## src/rtl/series_eval_ctrl.sv

```systemverilog
// Sequential power-series evaluator: result = sum coef[i]*x^i, i = 0..N_TERMS-1,
// one term per cycle from a combinational coefficient table, saturating fixed point.
module series_eval_ctrl #(
  parameter int N_TERMS = 8,
  parameter int FRAC    = 8
) (
  input  logic               clk,
  input  logic               rst,
  input  logic               start,
  input  logic signed [15:0] x,
  output logic        [3:0]  lut_address,
  input  logic signed [15:0] lut_data,
  output logic signed [15:0] result,
  output logic               busy,
  output logic               done,
  output logic               ovf
);
  typedef enum logic [1:0] {IDLE, RUN, DONE} state_t;

  localparam logic signed [15:0] ONE  = 16'(1 << FRAC);
  localparam logic        [3:0]  LAST = 4'(N_TERMS - 1);

  state_t state, state_nxt;

  logic signed [15:0] x_lat, pow, acc;
  logic        [3:0]  cnt;
  logic               last;

  logic signed [31:0] prod_term, term_full, sum_full, prod_pow, pow_full;
  logic signed [15:0] term, acc_nxt, pow_nxt;
  logic               clamp_any;

  function automatic logic signed [15:0] sat16(input logic signed [31:0] v);
    if (v > 32'sd32767)       return 16'sh7FFF;
    else if (v < -32'sd32768) return 16'sh8000;
    else                      return v[15:0];
  endfunction

  function automatic logic clamps(input logic signed [31:0] v);
    return (v > 32'sd32767) || (v < -32'sd32768);
  endfunction

  // Full-width products; sums done at 32 bits so the clamp sees the true value
  assign prod_term = lut_data * pow;
  assign term_full = prod_term >>> FRAC;
  assign term      = sat16(term_full);
  assign sum_full  = acc + term;
  assign acc_nxt   = sat16(sum_full);
  assign prod_pow  = pow * x_lat;
  assign pow_full  = prod_pow >>> FRAC;
  assign pow_nxt   = sat16(pow_full);
  assign clamp_any = clamps(term_full) | clamps(sum_full) | clamps(pow_full);
  assign last      = (cnt == LAST);

  always_ff @(posedge clk) begin
    if (rst) state <= IDLE;
    else     state <= state_nxt;
  end

  always_comb begin
    state_nxt = state;
    case (state)
      IDLE:    if (start) state_nxt = RUN;
      RUN:     if (last)  state_nxt = DONE;
      DONE:    state_nxt = IDLE;
      default: state_nxt = IDLE;
    endcase
  end

  always_comb begin
    lut_address = 4'd0;
    busy        = 1'b0;
    done        = 1'b0;
    case (state)
      RUN:     begin lut_address = cnt; busy = 1'b1; end
      DONE:    done = 1'b1;
      default: ;
    endcase
  end

  always_ff @(posedge clk) begin
    if (rst) begin
      x_lat  <= '0;
      pow    <= '0;
      acc    <= '0;
      cnt    <= '0;
      result <= '0;
      ovf    <= 1'b0;
    end else begin
      case (state)
        IDLE: if (start) begin
          x_lat <= x;
          pow   <= ONE;
          acc   <= '0;
          cnt   <= '0;
          ovf   <= 1'b0;
        end
        RUN: begin
          acc <= acc_nxt;
          pow <= pow_nxt;
          ovf <= ovf | clamp_any;
          if (last) begin
            result <= acc_nxt;
            cnt    <= '0;
          end else begin
            cnt <= cnt + 4'd1;
          end
        end
        default: ;
      endcase
    end
  end
endmodule

```

## config.mk

```make
export PLATFORM = sky130hd
export DESIGN_NAME = series_eval_ctrl
export DESIGN_NICKNAME = d
export VERILOG_FILES = /design/src/rtl/series_eval_ctrl.sv
export SDC_FILE = /design/constraint.sdc
export NUM_CORES = 2
export LEC_CHECK = 0
export BUFFER_PORTS_ARGS = -buffer_cell sky130_fd_sc_hd__buf_4
export CORE_UTILIZATION = 60
export CTS_BUF_LIST = sky130_fd_sc_hd__clkbuf_4
export DETAILED_ROUTE_END_ITERATION = 8
export GPL_TIMING_DRIVEN = 0
export PLACE_DENSITY = 0.85
export RECOVER_POWER = 50
export SYNTH_ARGS = -nofsm -noshare
export SYNTH_HDL_FRONTEND = slang
export SYNTH_SLANG_ARGS = --single-unit
```

## constraint.sdc

```tcl
create_clock -name clk -period 11.1 [get_ports clk]
set_clock_uncertainty 0.05 [all_clocks]
set_input_delay 1.11 -clock clk [delete_from_list [all_inputs] [get_ports clk]]
set_output_delay 1.11 -clock clk [all_outputs]
set_load 0.1 [all_outputs]
```

Word-level counts from Yosys, hierarchy flattened
Index checks and enable logic that the tools add are counted.
{"block": "classes", "n_addsub": 2, "n_mul": 2, "div_mod_pow": 0, "magnitude_cmp": 6, "n_eq_ne": 5, "shift": 0, "mux": 21, "n_bitwise": 3, "n_reduce_logical": 9}
{"cell": "16-bit two-way mux", "count": 8}
{"cell": "16-bit by 16-bit multiplier with 32-bit output", "count": 2}
{"cell": "16-bit case mux with 2 select lines", "count": 2}
{"cell": "24-bit by 16-bit greater-than comparator with 1-bit output, second input constant", "count": 2}
{"cell": "24-bit by 16-bit < comparator with 1-bit output, second input constant", "count": 2}
{"cell": "16-bit by 16-bit adder with 17-bit output", "count": 1}
{"cell": "17-bit by 16-bit greater-than comparator with 1-bit output, second input constant", "count": 1}
{"cell": "17-bit by 16-bit < comparator with 1-bit output, second input constant", "count": 1}
{"cell": "4-bit two-way mux", "count": 3}
{"cell": "4-bit case mux with 2 select lines", "count": 1}
{"cell": "2-bit AND reduction", "count": 4}
{"cell": "4-bit by 1-bit adder with 4-bit output, second input constant", "count": 1}
{"cell": "4-bit by 3-bit == test with 1-bit output, second input constant", "count": 1}
{"cell": "2-bit two-way mux", "count": 2}
{"cell": "2-bit != test, second input constant", "count": 2}
{"cell": "2-bit case mux with 2 select lines", "count": 1}
{"cell": "1-bit logical OR", "count": 3}
{"cell": "1-bit two-way mux", "count": 3}
{"cell": "1-bit OR", "count": 3}
{"cell": "2-bit by 1-bit == test with 1-bit output, second input constant", "count": 1}
{"cell": "2-bit == test, second input constant", "count": 1}
{"cell": "2-bit logical NOT", "count": 1}
{"cell": "1-bit case mux with 2 select lines", "count": 1}
{"cell": "2-bit nonzero test", "count": 1}
{"block": "word_totals", "register_bits": 71, "latchBits": 0, "ram_bits": 0, "romBits": 0, "out_inout_bits": 23, "mem_count": 0}

Longest topological paths before layout
{"block": "depth", "depth_word": 11, "mapped_depth": 39, "depth_no_buf": 37}

Worst setup path after synthesis
Ideal clock, no wire load.
{"block": "synth_timing", "path_kind": "input port to flip-flop", "startpoint": "in lut_data[15]", "endpoint": "reg ovf", "setup_time_ns": 0.128, "t_arrival_ns": 10.048, "setup_slack_ns": 0.875, "cell_stages": 39, "path_buffers": 4, "path_cell_list": "clkbuf_1 nand2_1 fa_1 inv_1 fa_1 inv_1 fa_1 fa_1 inv_1 fa_1 inv_1 fa_1 inv_1 ha_1 a211o_1 a211oi_1 o221a_2 o21ai_4 (+3 left out) or4_1 and2_1 buf_6 buf_6 o21ai_1 ha_1 inv_1 fa_1 nor2b_1 o2111ai_1 a31oi_1 a41oi_1 a21oi_1 o31a_1 clkbuf_1 xnor2_1 a311oi_1 a31oi_1"}
{"block": "synth_via", "elab_chain_len": 11, "elab_cells_between_ends": 14}
{"item": "from (decl)", "line_no": "12", "rtl": "input logic signed [15:0] lut_data,"}
{"item": "16-bit by 16-bit multiplier with 32-bit output *", "line_no": "44", "rtl": "assign prod_term = lut_data * pow;"}
{"item": "24-bit by 16-bit < comparator with 1-bit output", "line_no": "35, 40"}
{"item": "16-bit two-way mux", "line_no": "35", "rtl": "else if (v < -32'sd32768) return 16'sh8000;"}
{"item": "16-bit two-way mux", "line_no": "34", "rtl": "if (v > 32'sd32767) return 16'sh7FFF;"}
{"item": "16-bit by 16-bit adder with 17-bit output", "line_no": "47", "rtl": "assign sum_full = acc + term;"}
{"item": "17-bit by 16-bit greater-than comparator with 1-bit output / 17-bit by 16-bit < comparator with 1-bit output (equally long branches)", "line_no": "40", "rtl": "return (v > 32'sd32767) || (v < -32'sd32768);"}
{"item": "1-bit logical OR", "line_no": "40"}
{"item": "1-bit OR * (2 in a row)", "line_no": "52", "rtl": "assign clamp_any = clamps(term_full) | clamps(sum_full) | clamps(pow_full);"}
{"item": "1-bit OR *", "line_no": "101", "rtl": "ovf <= ovf | clamp_any;"}
{"item": "1-bit case mux with 2 select lines *", "line_no": "90", "rtl": "case (state)"}
{"item": "to (signal assigned)", "line_no": "101"}
{"item": "to (decl)", "line_no": "16", "rtl": "output logic ovf"}
Mark *: on every way between the ends. The rest lies on a longest branch, timed or not.
A chain may end at the register's enable or synchronous reset.

Final worst setup path
{"block": "layout_timing", "startpoint": "reg pow[14]", "endpoint": "reg ovf"}
{"block": "layout_via", "elab_chain_len": 11, "elab_cells_between_ends": 18}
{"item": "from (decl)", "line_no": "25", "rtl": "logic signed [15:0] x_lat, pow, acc;"}
{"item": "from (signal assigned)", "line_no": "100", "rtl": "pow <= pow_nxt;"}
{"item": "16-bit by 16-bit multiplier with 32-bit output", "line_no": "44"}
{"item": "24-bit by 16-bit < comparator with 1-bit output", "line_no": "35, 40"}
{"item": "16-bit two-way mux", "line_no": "35"}
{"item": "16-bit two-way mux", "line_no": "34"}
{"item": "16-bit by 16-bit adder with 17-bit output", "line_no": "47"}
{"item": "17-bit by 16-bit greater-than comparator with 1-bit output / 17-bit by 16-bit < comparator with 1-bit output (equally long branches)", "line_no": "40"}
{"item": "1-bit logical OR", "line_no": "40"}
{"item": "1-bit OR", "line_no": "52"}
{"item": "1-bit OR *", "line_no": "52"}
{"item": "1-bit OR *", "line_no": "101"}
{"item": "1-bit case mux with 2 select lines *", "line_no": "90"}
Marked as above.

==> metrics.txt <==
CP max-delay cell clkbuf_1; DIE HEIGHT 198 um; DR iter-0 viols approximately 1.5k; reg2reg end ovf; largest net degree at the start of global routing 17; Area growth syn-to-layout 5.61%; Seq/Total Area, Yosys 0.0617; most frequent cells after synthesis inv_1, fa_1, nand2_1; Max Cap Viol 0; vias in the first global route 19.9k; most common cell in the synthesized netlist inv_1; area leader, netlist fa_1; CP Capture Type register; Routed Antenna Nets 0; aggregate global-route resource usage 0.351; die outline width 198 um; Nets 3384; Synth cell types 80; status complete, no violations; Max Freq 0.0928 GHz; Synth Instances 2580; top cell type's share of synthesized area 0.455; clock input transition at the sequential cells of the worst setup and hold paths between 0.15 and 0.2 ns; syn nets 3313; worst-skew pair later-pin latency between 0.5 and 0.6 ns; Clock Tree Buf Depth 2; critical path arrival approximately 11 ns; die area roughly 39000 um2; WP buf/inv 7; slowest stage delay, CP 0.64 ns; Stages on worst setup path 36; initial antenna violation count 3; Final setup viols 0; Inserted Clock Buffers 9; worst setup path endpoint ovf; crit path from pow[14]; first-pass GRT wire length about 100 mm; Worst Path Required 11.51 ns; #FFs+latches synth 71; R2R cell count 36; CTS tree yes; buffers added on ports 56; number of I/O pins 58; CORE AREA 37800 um2; worst hold slack 0.418 ns; Pins Over Slew Limit 0; Post-synth top flop dfxtp_1; Mean Syn Cell Area 8.92 um2; top post-synthesis cells by area fa_1, ha_1, inv_1; min Tclk post-route 10.77 ns; Slew @ Worst Pin approximately 1.3 ns; H-Tree Depth 3; Setup crit start kind register; # rows 71; Routed WL 64.3 mm; hold path cells 2; drt pass-1 iters 5; total number of vias 18.2k; vias per inst around 5.7; r2r startpoint pow[14]; Post-synth EDFFs 0; clk sinks 71; final RePlAce weighted congestion between 0.9 and 1; drt wl/cell 20.3 um; asr flop ratio synth 0; dpl hpwl 54.3 mm; total gr overflow 0; most used cell, CP fa_1; Worst Hold Class reg -> reg; Crit Path Max Fanout 10; Final Cycle Share 0.970; Initial Util 0.610; YS warnings 0; Syn Std Cell Area 23000 um2; Final Hold Vio Count 0; Setup CP Type reg -> reg; detailed-route DRC error count 0; CP delay by family, top adder cells; share of layout cells above drive strength 1 0.0505; Max-slew headroom 0.167; cell chosen for the clock root clkbuf_4; R2R setup slack 0.33 ns
-- per-stage QoR --
step / setup TNS [ns] / utilization / worst slack (ns) / instance area [um2] / std cells
after detailed placement: -30.45 / 0.638 / -1.27 / 24100 / 3147
after floorplan: 0 / - / 0.875 / 23000 / 2580
after global placement: -23.91 / 0.638 / -1.11 / 24100 / 3147
after global routing: -0.0234 / 0.644 / -0.0234 / 24300 / 3168
after CTS: 0 / 0.643 / 0.00246 / 24300 / 3161
final: 0 / 0.644 / 0.329 / 24300 / 3169
-- final cells by class --
class / count / area, um2
Antenna cell: 2 / 5.00
Timing Repair Buffer: 62 / 375
Tap cell: 511 / 639
Clock buffer: 9 / 67.6
Inverter: 579 / 2170
Clock inverter: 7 / 103
Multi-Input combinational cell: 1815 / 19000
Fill cell: 3001 / 13400
Buffer: 113 / 528
Sequential cell: 71 / 1430
-- worst min-delay path: stages (launching register included) --
cell and delay (ns):
dfxtp_1 0.34, nand2_1 0.05, a21oi_1 0.05
-- cells in the final DEF (no fill, tap or decap), drive strengths merged, types with 46 or more instances in the layout --
| cell | count |
|---|---|
| xnor2 | 56 |
| nand2 | 349 |
| ha | 175 |
| nor2 | 73 |
| clkbuf | 137 |
| buf | 46 |
| a21oi | 94 |
| inv | 582 |
| o21ai | 56 |
| dfxtp | 71 |
| and2 | 222 |
| fa | 523 |
-- cell families (layout without fill, tap and decap cells) --
| kind of cell | after synthesis | in the layout | share of synthesized area |
|---|---|---|---|
| compound gates | 268 | 268 | 0.0772 |
| flops | 71 | 71 | 0.0617 |
| fa+ha+maj | 703 | 703 | 0.552 |
| simple gates | 758 | 758 | 0.161 |
| buf+inv | 694 | 770 | 0.115 |
| xor+xnor | 79 | 79 | 0.0301 |
| other cells | 0 | 2 | 0 |
| mux | 7 | 7 | 0.00310 |
-- routing by layer --
layer | up-vias | GRT usage | share of wire
li1 | 7928 | - | -
met1 | 9112 | 0.435 | 0.37
met2 | 903 | 0.578 | 0.47
met3 | 226 | 0.0753 | 0.097
met4 | 4 | 0.188 | 0.061
met5 | - | 0 | 0.0010
-- worst min path at each step --
stage | from | to | slack (ns)
6_report | result[9] | result[9] | 0.42
5_1_grt | result[8] | result[8] | 0.44
4_1_cts | result[9] | result[9] | 0.42
3_5_place_dp | result[9] | result[9] | 0.40
3_3_place_gp | result[9] | result[9] | 0.39
2_1_floorplan | acc[15] | acc[15] | 0.38
-- what timing repair did --
action / in CTS / in global routing
pin swaps: 0 / 4
buffers inserted: 0 / 6
hold buffers: 0 / 0
setup endpoints to repair: 31 / 32
gates resized for setup: 13 / 79
-- registers in the layout, indices dropped and copies added (netlist names) --
| signal | count |
|---|---|
| ovf | 1 |
| x_lat | 16 |
| cnt | 4 |
| pow | 16 |
| acc | 16 |
| result | 16 |
| state | 2 |
Power is left out: the tool's default activity adds up to more than one toggle a clock period on the data nets, which glitch-free logic cannot reach.
